## config.mk

```make
export PLATFORM = sky130hd
export DESIGN_NAME = mont_mult_host_port_flat
export DESIGN_NICKNAME = d
export VERILOG_FILES = /design/src/rtl/mont_mult_host_port_if.sv /design/src/rtl/mont_mult_host_port.sv /design/src/flat_wrapper.sv
export SDC_FILE = /design/constraint.sdc
export NUM_CORES = 1
export LEC_CHECK = 0
export ABC_CLOCK_PERIOD_IN_PS = 5320
export CAP_MARGIN = 40
export CORE_UTILIZATION = 44
export CTS_CLUSTER_SIZE = 40
export DETAILED_ROUTE_END_ITERATION = 6
export PLACE_DENSITY = 0.88
export SLEW_MARGIN = 20
export SYNTH_ARGS = -nofsm -noshare
export SYNTH_HDL_FRONTEND = slang
export SYNTH_SLANG_ARGS = --single-unit
```

## constraint.sdc

```tcl
create_clock -name clk -period 5.32 [get_ports clk]
set_input_delay 1.33 -clock clk [delete_from_list [all_inputs] [get_ports clk]]
set_output_delay 1.33 -clock clk [all_outputs]
set_load 0.01 [all_outputs]
```

## src/rtl/mont_mult_host_port_if.sv

```systemverilog
// Host-side bus bundle for the Fp^2 half Montgomery multiplier host port:
// input digit stream, operand memory write port, multiplier control,
// result memory read port and output digit stream.
interface mont_mult_host_port_if #(
  parameter int RADIX               = 24,
  parameter int INPUT_MEM_DEPTH_LOG = 5,
  parameter int RES_MEM_DEPTH_LOG   = 4,
  parameter int RES_MEM_WIDTH       = 2 * RADIX
);
  logic                           in_valid;
  logic                           in_ready;
  logic [RADIX-1:0]               in_data;
  logic [4:0]                     op_wr_en;
  logic [INPUT_MEM_DEPTH_LOG-1:0] op_wr_addr;
  logic [RADIX-1:0]               op_wr_din;
  logic                           mult_start;
  logic                           mult_done;
  logic                           mult_busy;
  logic                           mult_mem_res_rd_en;
  logic [RES_MEM_DEPTH_LOG-1:0]   mult_mem_res_rd_addr;
  logic [RES_MEM_WIDTH-1:0]       mult_mem_res_dout;
  logic                           out_valid;
  logic                           out_ready;
  logic [RADIX-1:0]               out_data;
  logic                           out_last;
  logic                           busy;

  // Host port side: drives memory writes, multiplier control and the output stream.
  modport master (
    input  in_valid, in_data, mult_done, mult_busy, mult_mem_res_dout, out_ready,
    output in_ready, op_wr_en, op_wr_addr, op_wr_din, mult_start,
           mult_mem_res_rd_en, mult_mem_res_rd_addr, out_valid, out_data, out_last, busy
  );

  // Environment side: digit source, multiplier/result memory and digit sink.
  modport slave (
    output in_valid, in_data, mult_done, mult_busy, mult_mem_res_dout, out_ready,
    input  in_ready, op_wr_en, op_wr_addr, op_wr_din, mult_start,
           mult_mem_res_rd_en, mult_mem_res_rd_addr, out_valid, out_data, out_last, busy
  );
endinterface

```

## src/rtl/mont_mult_host_port.sv

```systemverilog
// Host port for the pipelined Fp^2 half Montgomery multiplier: loads the five
// operand memories from a digit stream, starts the multiplier, waits for done,
// then streams the packed two-digit result entries out LSD first.
module mont_mult_host_port #(
  parameter int RADIX               = 24,
  parameter int WIDTH_REAL          = 32,
  parameter int WIDTH               = ((WIDTH_REAL + 1) / 2) * 2,
  parameter int INPUT_MEM_DEPTH_LOG = $clog2(WIDTH_REAL),
  parameter int RES_MEM_DEPTH       = WIDTH / 2,
  parameter int RES_MEM_DEPTH_LOG   = $clog2(RES_MEM_DEPTH),
  parameter int RES_MEM_WIDTH       = 2 * RADIX
) (
  input logic                   clk,
  input logic                   rst,
  mont_mult_host_port_if.master bus
);

  typedef enum logic [2:0] {
    S_IDLE, S_LOAD, S_START, S_WAIT, S_RD_REQ, S_RD_LEFT, S_RD_RIGHT
  } state_t;

  localparam logic [INPUT_MEM_DEPTH_LOG-1:0] LAST_ADDR = INPUT_MEM_DEPTH_LOG'(WIDTH_REAL - 1);
  localparam logic [RES_MEM_DEPTH_LOG:0]     LAST_DIG  = (RES_MEM_DEPTH_LOG + 1)'(WIDTH_REAL - 1);

  state_t                         state;
  state_t                         state_nxt;
  logic [INPUT_MEM_DEPTH_LOG-1:0] dig_cnt;
  logic [2:0]                     op_sel;
  logic [RES_MEM_DEPTH_LOG-1:0]   ent_cnt;
  logic                           accept;
  logic                           out_fire;
  logic                           last_operand_digit;
  logic                           left_is_last;
  logic                           right_is_last;
  logic                           rd_vld_p1;
  logic [RES_MEM_WIDTH-1:0]       hold_p2;
  logic [RES_MEM_WIDTH-1:0]       entry;

  assign accept             = bus.in_valid & bus.in_ready;
  assign out_fire           = bus.out_valid & bus.out_ready;
  assign last_operand_digit = (dig_cnt == LAST_ADDR) && (op_sel == 3'd4);
  assign left_is_last       = ({ent_cnt, 1'b0} == LAST_DIG);
  assign right_is_last      = ({ent_cnt, 1'b1} == LAST_DIG);
  // The entry is presented straight from memory in the cycle its read data
  // arrives, so only one bubble separates entries; afterwards it comes from hold.
  assign entry              = rd_vld_p1 ? bus.mult_mem_res_dout : hold_p2;

  // State register.
  always_ff @(posedge clk) begin
    if (rst) state <= S_IDLE;
    else     state <= state_nxt;
  end

  // Next-state logic.
  always_comb begin
    state_nxt = state;
    case (state)
      S_IDLE:     if (accept) state_nxt = S_LOAD;
      S_LOAD:     if (accept && last_operand_digit) state_nxt = S_START;
      S_START:    state_nxt = S_WAIT;
      S_WAIT:     if (bus.mult_done) state_nxt = S_RD_REQ;
      S_RD_REQ:   if (bus.mult_mem_res_rd_en) state_nxt = S_RD_LEFT;
      S_RD_LEFT:  if (out_fire) state_nxt = left_is_last ? S_IDLE : S_RD_RIGHT;
      S_RD_RIGHT: if (out_fire) state_nxt = right_is_last ? S_IDLE : S_RD_REQ;
      default:    state_nxt = S_IDLE;
    endcase
  end

  // Outputs; everything is forced low while rst is held so an abort is immediate.
  always_comb begin
    bus.in_ready             = 1'b0;
    bus.op_wr_en             = '0;
    bus.op_wr_addr           = '0;
    bus.op_wr_din            = '0;
    bus.mult_start           = 1'b0;
    bus.mult_mem_res_rd_en   = 1'b0;
    bus.mult_mem_res_rd_addr = '0;
    bus.out_valid            = 1'b0;
    bus.out_data             = '0;
    bus.out_last             = 1'b0;
    bus.busy                 = 1'b0;
    if (!rst) begin
      bus.busy = (state != S_IDLE);
      case (state)
        S_IDLE, S_LOAD: begin
          bus.in_ready = 1'b1;
          if (bus.in_valid) begin
            bus.op_wr_en   = 5'b00001 << op_sel;
            bus.op_wr_addr = dig_cnt;
            bus.op_wr_din  = bus.in_data;
          end
        end
        S_START: bus.mult_start = 1'b1;
        S_RD_REQ: begin
          // The multiplier owns the result address while it runs.
          bus.mult_mem_res_rd_en   = ~bus.mult_busy;
          bus.mult_mem_res_rd_addr = ent_cnt;
        end
        S_RD_LEFT: begin
          bus.out_valid = 1'b1;
          bus.out_data  = entry[2*RADIX-1:RADIX];
          bus.out_last  = left_is_last;
        end
        S_RD_RIGHT: begin
          bus.out_valid = 1'b1;
          bus.out_data  = entry[RADIX-1:0];
          bus.out_last  = right_is_last;
        end
        default: ;
      endcase
    end
  end

  // Digit/operand/entry counters and read-return flag.
  always_ff @(posedge clk) begin
    if (rst) begin
      dig_cnt   <= '0;
      op_sel    <= '0;
      ent_cnt   <= '0;
      rd_vld_p1 <= 1'b0;
    end else begin
      rd_vld_p1 <= bus.mult_mem_res_rd_en;
      if (accept) begin
        if (dig_cnt == LAST_ADDR) begin
          dig_cnt <= '0;
          op_sel  <= (op_sel == 3'd4) ? 3'd0 : op_sel + 3'd1;
        end else begin
          dig_cnt <= dig_cnt + INPUT_MEM_DEPTH_LOG'(1);
        end
      end
      if (state == S_RD_LEFT && out_fire && left_is_last) ent_cnt <= '0;
      if (state == S_RD_RIGHT && out_fire)
        ent_cnt <= right_is_last ? '0 : ent_cnt + RES_MEM_DEPTH_LOG'(1);
    end
  end

  // Stage p2: hold the result entry the cycle after its read returns.
  always_ff @(posedge clk) begin
    if (rd_vld_p1) hold_p2 <= bus.mult_mem_res_dout;
  end

endmodule

```

## src/flat_wrapper.sv

```systemverilog
// flat-port wrapper written by rule: the top's interface ports become plain ports
module mont_mult_host_port_flat 
#(
  parameter int RADIX               = 24,
  parameter int WIDTH_REAL          = 32,
  parameter int WIDTH               = ((WIDTH_REAL + 1) / 2) * 2,
  parameter int INPUT_MEM_DEPTH_LOG = $clog2(WIDTH_REAL),
  parameter int RES_MEM_DEPTH       = WIDTH / 2,
  parameter int RES_MEM_DEPTH_LOG   = $clog2(RES_MEM_DEPTH),
  parameter int RES_MEM_WIDTH       = 2 * RADIX
)
  (clk, rst, bus_in_valid, bus_in_data, bus_mult_done, bus_mult_busy, bus_mult_mem_res_dout, bus_out_ready, bus_in_ready, bus_op_wr_en, bus_op_wr_addr, bus_op_wr_din, bus_mult_start, bus_mult_mem_res_rd_en, bus_mult_mem_res_rd_addr, bus_out_valid, bus_out_data, bus_out_last, bus_busy);
  mont_mult_host_port_if #(.RADIX(RADIX), .INPUT_MEM_DEPTH_LOG(INPUT_MEM_DEPTH_LOG), .RES_MEM_DEPTH_LOG(RES_MEM_DEPTH_LOG), .RES_MEM_WIDTH(RES_MEM_WIDTH)) bus_i ();
  input logic clk;
  input logic rst;
  input wire logic [$bits(bus_i.in_valid)-1:0] bus_in_valid;
  input wire logic [$bits(bus_i.in_data)-1:0] bus_in_data;
  input wire logic [$bits(bus_i.mult_done)-1:0] bus_mult_done;
  input wire logic [$bits(bus_i.mult_busy)-1:0] bus_mult_busy;
  input wire logic [$bits(bus_i.mult_mem_res_dout)-1:0] bus_mult_mem_res_dout;
  input wire logic [$bits(bus_i.out_ready)-1:0] bus_out_ready;
  output wire logic [$bits(bus_i.in_ready)-1:0] bus_in_ready;
  output wire logic [$bits(bus_i.op_wr_en)-1:0] bus_op_wr_en;
  output wire logic [$bits(bus_i.op_wr_addr)-1:0] bus_op_wr_addr;
  output wire logic [$bits(bus_i.op_wr_din)-1:0] bus_op_wr_din;
  output wire logic [$bits(bus_i.mult_start)-1:0] bus_mult_start;
  output wire logic [$bits(bus_i.mult_mem_res_rd_en)-1:0] bus_mult_mem_res_rd_en;
  output wire logic [$bits(bus_i.mult_mem_res_rd_addr)-1:0] bus_mult_mem_res_rd_addr;
  output wire logic [$bits(bus_i.out_valid)-1:0] bus_out_valid;
  output wire logic [$bits(bus_i.out_data)-1:0] bus_out_data;
  output wire logic [$bits(bus_i.out_last)-1:0] bus_out_last;
  output wire logic [$bits(bus_i.busy)-1:0] bus_busy;
  assign bus_i.in_valid = bus_in_valid;
  assign bus_i.in_data = bus_in_data;
  assign bus_i.mult_done = bus_mult_done;
  assign bus_i.mult_busy = bus_mult_busy;
  assign bus_i.mult_mem_res_dout = bus_mult_mem_res_dout;
  assign bus_i.out_ready = bus_out_ready;
  assign bus_in_ready = bus_i.in_ready;
  assign bus_op_wr_en = bus_i.op_wr_en;
  assign bus_op_wr_addr = bus_i.op_wr_addr;
  assign bus_op_wr_din = bus_i.op_wr_din;
  assign bus_mult_start = bus_i.mult_start;
  assign bus_mult_mem_res_rd_en = bus_i.mult_mem_res_rd_en;
  assign bus_mult_mem_res_rd_addr = bus_i.mult_mem_res_rd_addr;
  assign bus_out_valid = bus_i.out_valid;
  assign bus_out_data = bus_i.out_data;
  assign bus_out_last = bus_i.out_last;
  assign bus_busy = bus_i.busy;
  mont_mult_host_port #(.RADIX(RADIX), .WIDTH_REAL(WIDTH_REAL), .WIDTH(WIDTH), .INPUT_MEM_DEPTH_LOG(INPUT_MEM_DEPTH_LOG), .RES_MEM_DEPTH(RES_MEM_DEPTH), .RES_MEM_DEPTH_LOG(RES_MEM_DEPTH_LOG), .RES_MEM_WIDTH(RES_MEM_WIDTH)) u_core (.clk(clk), .rst(rst), .bus(bus_i));
endmodule
```

* Word-level counts from Yosys, hierarchy flattened
Index checks and enable logic that the tools add are counted.
Storage, ports and cells: bits of input ports 78, register bits 64, logic and storage cells 73
Cells by class: shifts and indexed selects 1, reduce and logical (&&, ||, !) cells 9, equality and inequality tests 15, multiplexer cells 36, add/sub/neg operators 3, bitwise gates (word level) 3
Operators by type and width (number):
- two-way mux 24 bit | 4
- two-way mux 48 bit | 1
- one-hot mux 24 bit (2 select lines) | 1
- two-way mux 5 bit | 7
- two-way mux 3 bit | 8
- one-hot mux 3 bit (7 select lines) | 1
- == test 3 bit, second input constant | 4
- two-way mux 4 bit | 3
- two-way mux 1 bit | 11
- != test 2 x 1 -> 1 bit, second input constant | 4
- == test 3 x 2 -> 1 bit, second input constant | 2
- AND reduction 6 bit | 1
- adder 5 x 1 -> 5 bit, second input constant | 1
- == test 5 bit, second input constant | 1
- left shift 1 x 3 -> 5 bit, first input constant | 1
- adder 4 x 1 -> 4 bit, second input constant | 1
- == test 4 bit, second input constant | 1
- != test 2 bit, second input constant | 2
- OR reduction 2 bit | 2
- adder 3 x 1 -> 3 bit, second input constant | 1
- == test 3 x 1 -> 1 bit, second input constant | 1
- logical AND 1 bit | 3
- zero test 3 bit | 1
- nonzero test 3 bit | 1
- other kinds (3) | 4

* Depth between registers and ports, before layout
Gate-level depths: netlist of the first run.
depth after elaboration 8, mapped depth 7, depth with buffers taken out 6

* Worst setup path before layout of the first run
Ideal clock, no wire load.
path type input port to output port, start input port rst, end output port bus_op_wr_din[10], stages on the path 5, data required time 3.990 ns, data arrival time 2.620 ns, path buffers 3, slack 1.370 ns, path through clkbuf_1 -> nor4b_1 -> clkbuf_1 -> clkbuf_1 -> and2_1
Between the ends: word-level cells in the longest chain between the ends 1
RTL lines:
- start: declaration | RTL line flat_wrapper.sv:15 | input logic rst;
- two-way mux 24 bit | RTL line mont_mult_host_port.sv:82 | if (!rst) begin
- end: declaration | RTL line flat_wrapper.sv:25 | output wire logic [$bits(bus_i.op_wr_din)-1:0] bus_op_wr_din;
No other way between the ends.

* Worst setup path after layout of the first run
start input port rst, end output port bus_out_data[2]
Between the ends: word-level cells in the longest chain between the ends 1
RTL lines:
- two-way mux 24 bit | RTL line mont_mult_host_port.sv:82
- end: declaration | RTL line flat_wrapper.sv:30 | output wire logic [$bits(bus_i.out_data)-1:0] bus_out_data;
No other way between the ends.

==> impl_metrics.json, run 1 <==
{
  "cp.arrival_ns": 3.29,
  "most_used_flip_flop_cell_after_synthesis": "sky130_fd_sc_hd__dfxtp_1",
  "yosysUniqueCellTypes": 41,
  "skew_ns": 0.0106,
  "coreArea_um2": 6490,
  "layout.cells.non_filler": 516,
  "synth.avg_cell_area_um2": 10.2,
  "synth_top_family_by_area": "multiplexers",
  "path_class": "input pin to primary output",
  "area_delta_synth_final_pct": 57.0,
  "cts-root-to-sink-buffers": 2,
  "cts_tree": "built",
  "globalRoute.totalOverflow": 0,
  "clk-insertion-delay-late_ns": 0.33,
  "clk_pin_slew_worst_paths_ns": 0.07,
  "startpoint_type": "input pin",
  "route.layer.met1.wl_mm": 3.48,
  "root_buffer": "sky130_fd_sc_hd__clkbuf_8",
  "layout_worst_path_cycle_share": 0.868,
  "route.met2.wl_mm": 4.17,
  "grt_antenna_before_repair": 0,
  "layout.cell_area.non_filler_um2": 4750,
  "status": "finished, violations left",
  "synthAdderAreaFrac": 0.0330,
  "dr.pass1.iters": 7,
  "violated_checks": "DRC",
  "final_layout_size_suffix_gt1_frac": 0.166,
  "syn-num-nets": 384,
  "drt_wl_total_mm": 8.18,
  "hold_class": "flop to flop",
  "dr.first_iter.drc_count": 129,
  "layout.cells.most_common": "sky130_fd_sc_hd__clkdlybuf4s50_1",
  "num_vias": 2792,
  "report.final.slew_viol_count": 0,
  "cts.hold.buffers_added": 0,
  "dieArea_um2": 7220,
  "grt_setup_unrepaired": "no",
  "tritoncts.num_buffers": 9,
  "power_leakage_uw": 0.00178,
  "cts_repair_resize_count": 0,
  "timing.setup.tns_ns": 0,
  "number_of_synthesized_register_bits": 64,
  "yosys-mux-area-fraction": 0.182,
  "synth-compound-area-share": 0.143,
  "vdd.ir_drop.worst_uv": 206,
  "maxCapViolCount": 0,
  "n_antenna_cell": 0,
  "drc": 8,
  "post_synth_xor_area_fraction": 0.00578,
  "final_hold_violating_endpoints": 0,
  "fin_crit_ns": 4.62,
  "floorplan_die_width_um": 85.0,
  "ant_nets": 0,
  "largest_net_degree_at_the_start_of_global_routing": 41,
  "slew_headroom": 0.591,
  "wl_per_cell_um": 15.8,
  "placedInstanceArea_um2": 4560,
  "setup_viol": 0,
  "top_routing_layer_in_use": "met4",
  "grt_pass1_vias": 2591,
  "portBuffers": 145,
  "clock.fmax_mhz": 216,
  "worst-slew-pin-transition_ns": 0.612,
  "cellPowerDensity_nw_per_um2": 330,
  "place_congestion": 0.841,
  "yosysWarningCount": 0,
  "detailed_place_hpwl_mm": 5.98,
  "syn-cell-area_um2": 3030,
  "cts_post_setup_buffers_inserted": 0,
  "syn-instance-count": 298,
  "grt_pass1_wl_mm": 12.6,
  "grt_use_total": 0.223,
  "end_kind": "primary output",
  "preCtsSetupSlack_ns": 0.698,
  "synth_enable_flop_cells": 0,
  "io-pin-count": 146,
  "route.detailed.vias_per_inst": 5.41,
  "synth_sequential_area_ratio": 0.423,
  "final_critical_path_setup_slack_ns": 0.700,
  "number_of_cell_rows": 29,
  "die_h_um": 85.0,
  "power.total_uw": 1570,
  "starting_utilization_of_the_core_area": 0.466,
  "crit_path_max_fanout": 26,
  "met3RoutedLength_um": 352,
  "synth_simple_gate_area_frac": 0.172,
  "required_ns": 3.99,
  "synthArstFlopShare": 0,
  "cts_htree_levels": 3,
  "cts.sinks": 64,
  "layout.cells.most_common_list": "sky130_fd_sc_hd__clkdlybuf4s50_1, sky130_fd_sc_hd__dfxtp_1, sky130_fd_sc_hd__mux2_2",
  "post-place-cells": 500,
  "finalNetCount": 520
}
==> worst max-delay path, stage by stage <==
cell                              delay (ns)
sky130_fd_sc_hd__clkdlybuf4s50_1        0.58
sky130_fd_sc_hd__buf_4                  0.31
sky130_fd_sc_hd__nor2_2                 0.05
sky130_fd_sc_hd__buf_4                  0.24
sky130_fd_sc_hd__a32o_1                 0.30
sky130_fd_sc_hd__clkdlybuf4s50_1        0.48
==> cell usage after synthesis (2+ instances only) <==
library cell	n	area [um2]
sky130_fd_sc_hd__inv_1	4	15.0
sky130_fd_sc_hd__buf_2	3	15.0
sky130_fd_sc_hd__nor2_1	8	30.0
sky130_fd_sc_hd__clkbuf_1	18	67.6
sky130_fd_sc_hd__a211o_1	4	35.0
sky130_fd_sc_hd__a21oi_1	11	55.1
sky130_fd_sc_hd__nand2b_1	5	31.3
sky130_fd_sc_hd__nand3_1	6	30.0
sky130_fd_sc_hd__mux2_2	48	541
sky130_fd_sc_hd__or3_1	2	12.5
sky130_fd_sc_hd__o21ai_0	4	20.0
sky130_fd_sc_hd__a211oi_1	3	22.5
sky130_fd_sc_hd__and3_1	6	37.5
sky130_fd_sc_hd__nor3_1	7	35.0
sky130_fd_sc_hd__buf_1	3	11.3
sky130_fd_sc_hd__ha_1	8	100
sky130_fd_sc_hd__and2_1	36	225
sky130_fd_sc_hd__a32o_1	24	240
sky130_fd_sc_hd__nand2_1	11	41.3
sky130_fd_sc_hd__nor4_1	2	12.5
sky130_fd_sc_hd__dfxtp_1	64	1280
sky130_fd_sc_hd__nor4b_1	2	17.5
==> logic make-up after synthesis <==
group	count (synthesis)
AOI/OAI and AO/OA	54
xor gates and xnor gates	2
DFF	64
buffers and inverters	30
adders and majority gates	8
and+or+nand+nor	91
muxes	49
==> state kept, by name (all words and copies together) (netlist names) <==
name,flops
u_core.hold_p2,48
u_core.dig_cnt,5
u_core.ent_cnt,4
u_core.op_sel,3
u_core.state,3
u_core.rd_vld_p1,1
==> through the flow <==
step | hold slack (ns) | util
global route | 0.487 | 0.732
finish | 0.475 | 0.732
CTS | 0.478 | 0.732
detailed placement | 0.461 | 0.702
global placement | 0.455 | 0.696
floorplan | 0.448 | -
==> area by class of cell <==
| type | instances | area (um2) |
|---|---|---|
| Clock buffer | 11 | 141 |
| Clock inverter | 5 | 56.3 |
| Fill cell | 464 | 1740 |
| Inverter | 4 | 15.0 |
| Multi-Input combinational cell | 204 | 1650 |
| Sequential cell | 64 | 1280 |
| Tap cell | 77 | 96.3 |
| Timing Repair Buffer | 151 | 1520 |
==> worst paths after layout <==
kind	from	endpoint	slack [ns]	cells after the start
setup reg to reg	u_core.state[1]	u_core.ent_cnt[3]	3.14	5
hold reg to reg	u_core.dig_cnt[4]	u_core.dig_cnt[4]	0.48	2
hold / removal	u_core.dig_cnt[4]	u_core.dig_cnt[4]	0.48	2
setup / recovery	rst	bus_out_data[2]	0.70	6
==> routing by layer <==
metal	track usage	up-vias
li1	-	1359
met1	0.283	1333
met2	0.371	86
met3	0.0399	14
met4	0.100	0
met5	0	-
==> report_power, final <==
group / internal [uW] / leakage [uW] / total (uW) / switching, uW
sequential: 647 / 0.000529 / 718 / 71.5
clock: 228 / 0.0000993 / 412 / 183
combinational: 260 / 0.00116 / 439 / 179
(Power assumes the default switching activity.)
==> run 2: changes to the inputs <==
- SLEW_MARGIN: 20 -> 10
==> results of run 2 <==
Same layout as run 1: the final DEF is identical, and so are final timing and power.
